## src/rtl/timer_pkg.sv

```systemverilog
// Shared definitions for the hour/minute timekeeper and its CPU read responder.
// Holds the low-nibble address map, status bit positions and snapshot FSM states.
package timer_pkg;

  localparam int unsigned DATA_W = 8;
  localparam int unsigned ADDR_W = 16;
  localparam int unsigned TIME_W = 6;

  // addr[3:0] codes, shared with the timer's write decode
  localparam logic [3:0] ADDR_HOUR = 4'h8;
  localparam logic [3:0] ADDR_MIN  = 4'h9;
  localparam logic [3:0] ADDR_STAT = 4'hA;

  // Status register bit positions
  localparam int unsigned TICK_BIT  = 0;
  localparam int unsigned STALE_BIT = 1;

  typedef enum logic [0:0] {
    IDLE = 1'b0,
    HELD = 1'b1
  } state_e;

endpackage

```

## src/rtl/time_readback_if.sv

```systemverilog
// CPU read bus between a bus master and the time_readback responder.
//   r_en_n : read enable, active-low, one read per low cycle
//   addr   : CPU address, only addr[3:0] is decoded
//   rdata  : registered read data
//   rvalid : one-cycle strobe qualifying rdata
interface time_readback_if;
  import timer_pkg::*;

  logic                r_en_n;
  logic [ADDR_W-1:0]   addr;
  logic [DATA_W-1:0]   rdata;
  logic                rvalid;

  modport master (output r_en_n, output addr, input rdata, input rvalid);
  modport slave  (input r_en_n, input addr, output rdata, output rvalid);
endinterface

```

## src/rtl/time_readback.sv

```systemverilog
// CPU-side read responder for the hour/minute timekeeper.
// Serves hour/minute/status reads, keeps an hour->minute snapshot so a
// two-read time fetch is coherent across rollover, and raises a sticky
// minute-tick flag with an optional level interrupt.
// Ports:
//   clock  : system clock
//   rst_n  : synchronous active-low reset
//   bus    : CPU read bus (slave side)
//   hour   : live hour from the timer, 0..23
//   minute : live minute from the timer, 0..59
//   irq    : level interrupt, tick flag AND IRQ_EN (registered)
module time_readback
  import timer_pkg::*;
#(
  parameter int unsigned HOLD_TIMEOUT = 255,
  parameter bit          IRQ_EN       = 1'b1
) (
  input  logic              clock,
  input  logic              rst_n,
  time_readback_if.slave    bus,
  input  logic [TIME_W-1:0] hour,
  input  logic [TIME_W-1:0] minute,
  output logic              irq
);

  localparam int unsigned CNT_W = 8;
  localparam logic [CNT_W-1:0] CNT_LAST = CNT_W'(HOLD_TIMEOUT - 1);

  // Registers
  state_e              r_state;
  logic [CNT_W-1:0]    r_cnt;
  logic [DATA_W-1:0]   r_rdata;
  logic                r_rvalid;
  logic                r_irq;
  logic                r_tick;
  logic                r_stale;
  logic [TIME_W-1:0]   r_snap_hour;
  logic [TIME_W-1:0]   r_snap_min;
  logic [TIME_W-1:0]   r_prev_min;

  // Combinational next values
  state_e              w_state_nxt;
  logic [CNT_W-1:0]    w_cnt_nxt;
  logic [DATA_W-1:0]   w_rdata_nxt;
  logic                w_tick_nxt;
  logic                w_stale_nxt;
  logic                w_rd;
  logic                w_hour_rd;
  logic                w_min_rd;
  logic                w_stat_rd;
  logic                w_min_evt;
  logic [3:0]          w_code;
  logic                w_unused;

  assign w_code    = bus.addr[3:0];
  assign w_unused  = ^bus.addr[ADDR_W-1:4];
  assign w_rd      = ~bus.r_en_n;
  assign w_hour_rd = w_rd && (w_code == ADDR_HOUR);
  assign w_min_rd  = w_rd && (w_code == ADDR_MIN);
  assign w_stat_rd = w_rd && (w_code == ADDR_STAT);
  // Any minute change, whether a timer tick or a CPU write to the timer
  assign w_min_evt = (minute != r_prev_min);

  // Snapshot FSM state and hold counter
  always_ff @(posedge clock) begin
    if (!rst_n) begin
      r_state <= IDLE;
      r_cnt   <= '0;
    end else begin
      r_state <= w_state_nxt;
      r_cnt   <= w_cnt_nxt;
    end
  end

  // Next-state, hold counter and read data mux
  always_comb begin
    w_state_nxt = r_state;
    w_cnt_nxt   = r_cnt;
    w_rdata_nxt = r_rdata;
    w_tick_nxt  = r_tick;
    w_stale_nxt = r_stale;

    case (r_state)
      IDLE: begin
        if (w_hour_rd) begin
          w_state_nxt = HELD;
          w_cnt_nxt   = '0;
        end
      end
      HELD: begin
        if (w_hour_rd) begin
          w_cnt_nxt = '0;
        end else if (w_min_rd || (r_cnt == CNT_LAST)) begin
          w_state_nxt = IDLE;
          w_cnt_nxt   = '0;
        end else begin
          w_cnt_nxt = r_cnt + CNT_W'(1);
        end
      end
      default: begin
        w_state_nxt = IDLE;
        w_cnt_nxt   = '0;
      end
    endcase

    if (w_rd) begin
      case (w_code)
        ADDR_HOUR: w_rdata_nxt = {2'b00, hour};
        ADDR_MIN:  w_rdata_nxt = (r_state == HELD) ? {2'b00, r_snap_min}
                                                   : {2'b00, minute};
        ADDR_STAT: begin
          w_rdata_nxt            = '0;
          w_rdata_nxt[TICK_BIT]  = r_tick;
          w_rdata_nxt[STALE_BIT] = r_stale;
        end
        default:   w_rdata_nxt = '0;
      endcase
    end

    // Set wins over the read-clear of the tick flag
    w_tick_nxt = (w_stat_rd ? 1'b0 : r_tick) | w_min_evt;

    // A fresh snapshot clears stale even if the minute also changes now
    if (w_hour_rd) begin
      w_stale_nxt = 1'b0;
    end else if (w_min_evt && (r_state == HELD)) begin
      w_stale_nxt = 1'b1;
    end
  end

  // Read response, flags, snapshot and change-detection registers
  always_ff @(posedge clock) begin
    if (!rst_n) begin
      r_rdata     <= '0;
      r_rvalid    <= 1'b0;
      r_irq       <= 1'b0;
      r_tick      <= 1'b0;
      r_stale     <= 1'b0;
      r_snap_hour <= '0;
      r_snap_min  <= '0;
      r_prev_min  <= '0;
    end else begin
      r_rdata    <= w_rdata_nxt;
      r_rvalid   <= w_rd;
      r_irq      <= w_tick_nxt & IRQ_EN;
      r_tick     <= w_tick_nxt;
      r_stale    <= w_stale_nxt;
      r_prev_min <= minute;
      if (w_hour_rd) begin
        r_snap_hour <= hour;
        r_snap_min  <= minute;
      end
    end
  end

  assign bus.rdata  = r_rdata;
  assign bus.rvalid = r_rvalid;
  assign irq        = r_irq;

endmodule

```

## src/flat_wrapper.sv

```systemverilog
// flat-port wrapper written by rule: the top's interface ports become plain ports
module time_readback_flat import timer_pkg::*;
#(
  parameter int unsigned HOLD_TIMEOUT = 255,
  parameter bit          IRQ_EN       = 1'b1
)
  (clock, rst_n, hour, minute, irq, bus_r_en_n, bus_addr, bus_rdata, bus_rvalid);
  time_readback_if bus_i ();
  input  logic clock;
  input  logic rst_n;
  input  logic [TIME_W-1:0] hour;
  input  logic [TIME_W-1:0] minute;
  output logic irq;
  input wire logic [$bits(bus_i.r_en_n)-1:0] bus_r_en_n;
  input wire logic [$bits(bus_i.addr)-1:0] bus_addr;
  output wire logic [$bits(bus_i.rdata)-1:0] bus_rdata;
  output wire logic [$bits(bus_i.rvalid)-1:0] bus_rvalid;
  assign bus_i.r_en_n = bus_r_en_n;
  assign bus_i.addr = bus_addr;
  assign bus_rdata = bus_i.rdata;
  assign bus_rvalid = bus_i.rvalid;
  time_readback #(.HOLD_TIMEOUT(HOLD_TIMEOUT), .IRQ_EN(IRQ_EN)) u_core (.clock(clock), .rst_n(rst_n), .bus(bus_i), .hour(hour), .minute(minute), .irq(irq));
endmodule
```

## config.mk

```make
export PLATFORM = sky130hd
export DESIGN_NAME = time_readback_flat
export DESIGN_NICKNAME = d
export VERILOG_FILES = /design/src/rtl/timer_pkg.sv /design/src/rtl/time_readback_if.sv /design/src/rtl/time_readback.sv /design/src/flat_wrapper.sv
export SDC_FILE = /design/constraint.sdc
export NUM_CORES = 1
export LEC_CHECK = 0
export ABC_CLOCK_PERIOD_IN_PS = 3200
export CAP_MARGIN = 20
export CELL_PAD_IN_SITES_DETAIL_PLACEMENT = 1
export CELL_PAD_IN_SITES_GLOBAL_PLACEMENT = 1
export CORE_MARGIN = 2
export CORE_UTILIZATION = 38
export DETAILED_ROUTE_END_ITERATION = 16
export PLACE_DENSITY_LB_ADDON = 0.1
export RECOVER_POWER = 100
export SYNTH_ARGS = -nofsm -noshare
export SYNTH_HDL_FRONTEND = slang
export SYNTH_SLANG_ARGS = --single-unit
```

## constraint.sdc

```tcl
create_clock -name clock -period 3.2 [get_ports clock]
set_clock_uncertainty 0.05 [all_clocks]
set_input_delay 0.8 -clock clock [delete_from_list [all_inputs] [get_ports clock]]
set_output_delay 0.8 -clock clock [all_outputs]
set_load 0.05 [all_outputs]
```

==> run metrics <==
DIE AREA=about 0.0044 sq mm; Pwr Density=between 400 and 500 mW/mm^2; Die W=roughly 67 um; final hold violation count=0; Top FF cell, synth=dfxtp_1; fin crit period=around 2700 ps; GPL Wtd Cong=0.739; DPL Wire Length=about 2500 um; Max Cap Viol=0; pin count of the biggest net entering global routing=17; Synthesis Warnings=0; top area cells in the synthesized netlist=dfxtp_1, xnor2_1, mux2i_1; Synth Instances=about 160; Nets=approximately 220; Worst path max stage delay=~830 ps; synth cell count leaders=dfxtp_1, nand2_1, nor2_1, a21oi_1, o21ai_0; Hold Slack=roughly 410 ps; overall routed net length=~3400 um; run status=finished, final reports clean; cell area after placement=0.00176 sq mm; HP Class=flip-flop to flip-flop; top-area cell type share of the netlist area=0.404; ant diodes=0; Clock Tree Buf Depth=2; DRT iter0 DRCs=65; # setup viols final=0; vias after detailed routing=between 1000 and 1500; total CTS buffers=5; htree depth=2; Remaining Overflow, GRT=0; core footprint=0.00372 sq mm; CTS Root Cell=clkbuf_8; TNS Setup=0 ps; Fmax=roughly 380 MHz; Async SR Flop Fraction=0; most frequent cell after synthesis=dfxtp_1; first-pass GRT wire length=5730 um; Seq cells post-synth=30; row count=22; Layout area overhead=24.0%; Arr. time, crit path=2800 ps; Synth Cell Area=0.00149 sq mm; Buf/Inv on CP=2; Tightest Pin Transition=roughly 720 ps; vias in the first global route=about 1300; CTS tree=done; post-route cell area=approximately 0.0018 sq mm; slew margin rel.=0.519; leakage=between 0.6 and 0.7 nW; largest area contributor in the netlist=dfxtp_1; Synth Area per Inst=roughly 9.1 sq um; Die Y=66.5 um; Critical Path RT=between 3000 and 4000 ps; CTS resizes=0; CP top delay family=buffers and inverters; initial core utilization=0.400; CP startpoint kind=input pin; number of synthesized flops with an enable pin=0; CTS hold repair buffers=0; Yosys cell types=39; Max rail drop VDD=about 270 uV; share of layout cells above drive strength 1=0.0842; initial antenna violation count=0; Slew Viols, Final=0; Crit-path slowest cell=dlygate4sd3_1; Worst-path clk slew=roughly 60 ps; RSZ-0062 raised after global routing=no; gr usage total=0.175; Seq/Total Area, Yosys=0.404; number of remaining DRC errors=0; num ports=approximately 40; Final ANT Viol Nets=0; clk_lat worst skew=around 280 ps; Fill cells=between 400 and 500; PortBufs=26; final cycle utilization of the critical path=0.829; overall power=approximately 800 uW; crit-path max FO=14; Setup crit end kind=flip-flop; via/cell ratio=just over 5; clk sinks=30; sequence of cells on the critical path=dlygate4sd3_1, clkbuf_1, o21ai_4, nand2b_1, a31oi_1; postcts setup bufs=0; wire length per cell=approximately 14 um; WS Path Type=input pin to flip-flop; router iterations before antenna repair=3
[cell usage in the layout (no fill, tap or decap), types with 5 or more instances in the layout]
master / count
clkbuf_8: 6
mux2i_1: 6
nand2_1: 14
nor2_1: 11
a31oi_1: 5
o21ai_0: 10
xnor2_1: 7
clkdlybuf4s50_1: 16
nand3_1: 6
dfxtp_1: 30
a21boi_0: 6
nor2b_1: 6
dlygate4sd3_1: 10
a21oi_1: 10
[worst paths after layout]
path / from / endpoint / slack [ps] / depth (start not counted)
hold / removal: u_core.r_stale$_SDFFE_PP0P_ / u_core.r_stale$_SDFFE_PP0P_ / 410 / 2
hold reg to reg: u_core.r_stale$_SDFFE_PP0P_ / u_core.r_stale$_SDFFE_PP0P_ / 410 / 2
setup / recovery: bus_addr[0] / u_core.r_cnt[7]$_SDFFE_PN0P_ / 550 / 5
setup reg to reg: u_core.r_state$_SDFF_PN0_ / u_core.r_cnt[7]$_SDFFE_PN0P_ / 1550 / 3
[worst reg2reg max path, cell delays in order, from the launching register on]
cell	delay, ps
dfxtp_1	790
o2111a_1	430
o21ai_0	140
a31oi_1	180
[cell families after synthesis]
family,share of synthesized area
AO/OA/AOI/OAI,0.237
XOR/XNOR,0.0412
adder cells (fa/ha/maj),0.0168
buffers and inverters,0.0598
flip-flops,0.404
multiplexers,0.0480
other,0.00252
AND/OR/NAND/NOR,0.191
[report_power, final]
group	total (mW)	internal [mW]	switching, mW
Combinational	0.0995	0.0451	0.0544
Clock	0.314	0.173	0.141
Sequential	0.388	0.382	0.00560
[metrics by stage]
step,setup slack [ps],util,cells
2_1_floorplan,1010,-,164
3_3_place_gp,449,0.473,230
3_5_place_dp,420,0.473,230
4_1_cts,717,0.498,238
5_1_grt,325,0.496,238
6_report,547,0.496,238
[registers in the layout (all words and copies together), names as in the netlist]
register,flops
u_core.irq,1
u_core.bus.rvalid,1
u_core.r_snap_min,6
u_core.r_prev_min,6
u_core.bus.rdata,6
u_core.r_cnt,8
u_core.r_stale,1
u_core.r_state,1
[routing by layer]
layer  GRT usage  routed length [um]  up-vias
li1            -                   -      625
met1       0.186                1480      577
met2       0.325                1770       19
met3      0.0507                  96        4
met4      0.0612                  43        0
met5           0                   0        -
[layout make-up]
| class | count | area [sq um] | share of cell area |
|---|---|---|---|
| Clock inverter | 1 | 5.00 | 0.00272 |
| Tap cell | 48 | 60.1 | 0.0326 |
| Multi-Input combinational cell | 119 | 801 | 0.434 |
| Sequential cell | 30 | 601 | 0.326 |
| Timing Repair Buffer | 29 | 275 | 0.149 |
| Inverter | 4 | 15.0 | 0.00815 |
| Clock buffer | 7 | 86.3 | 0.0468 |
(Power assumes the default switching activity.)
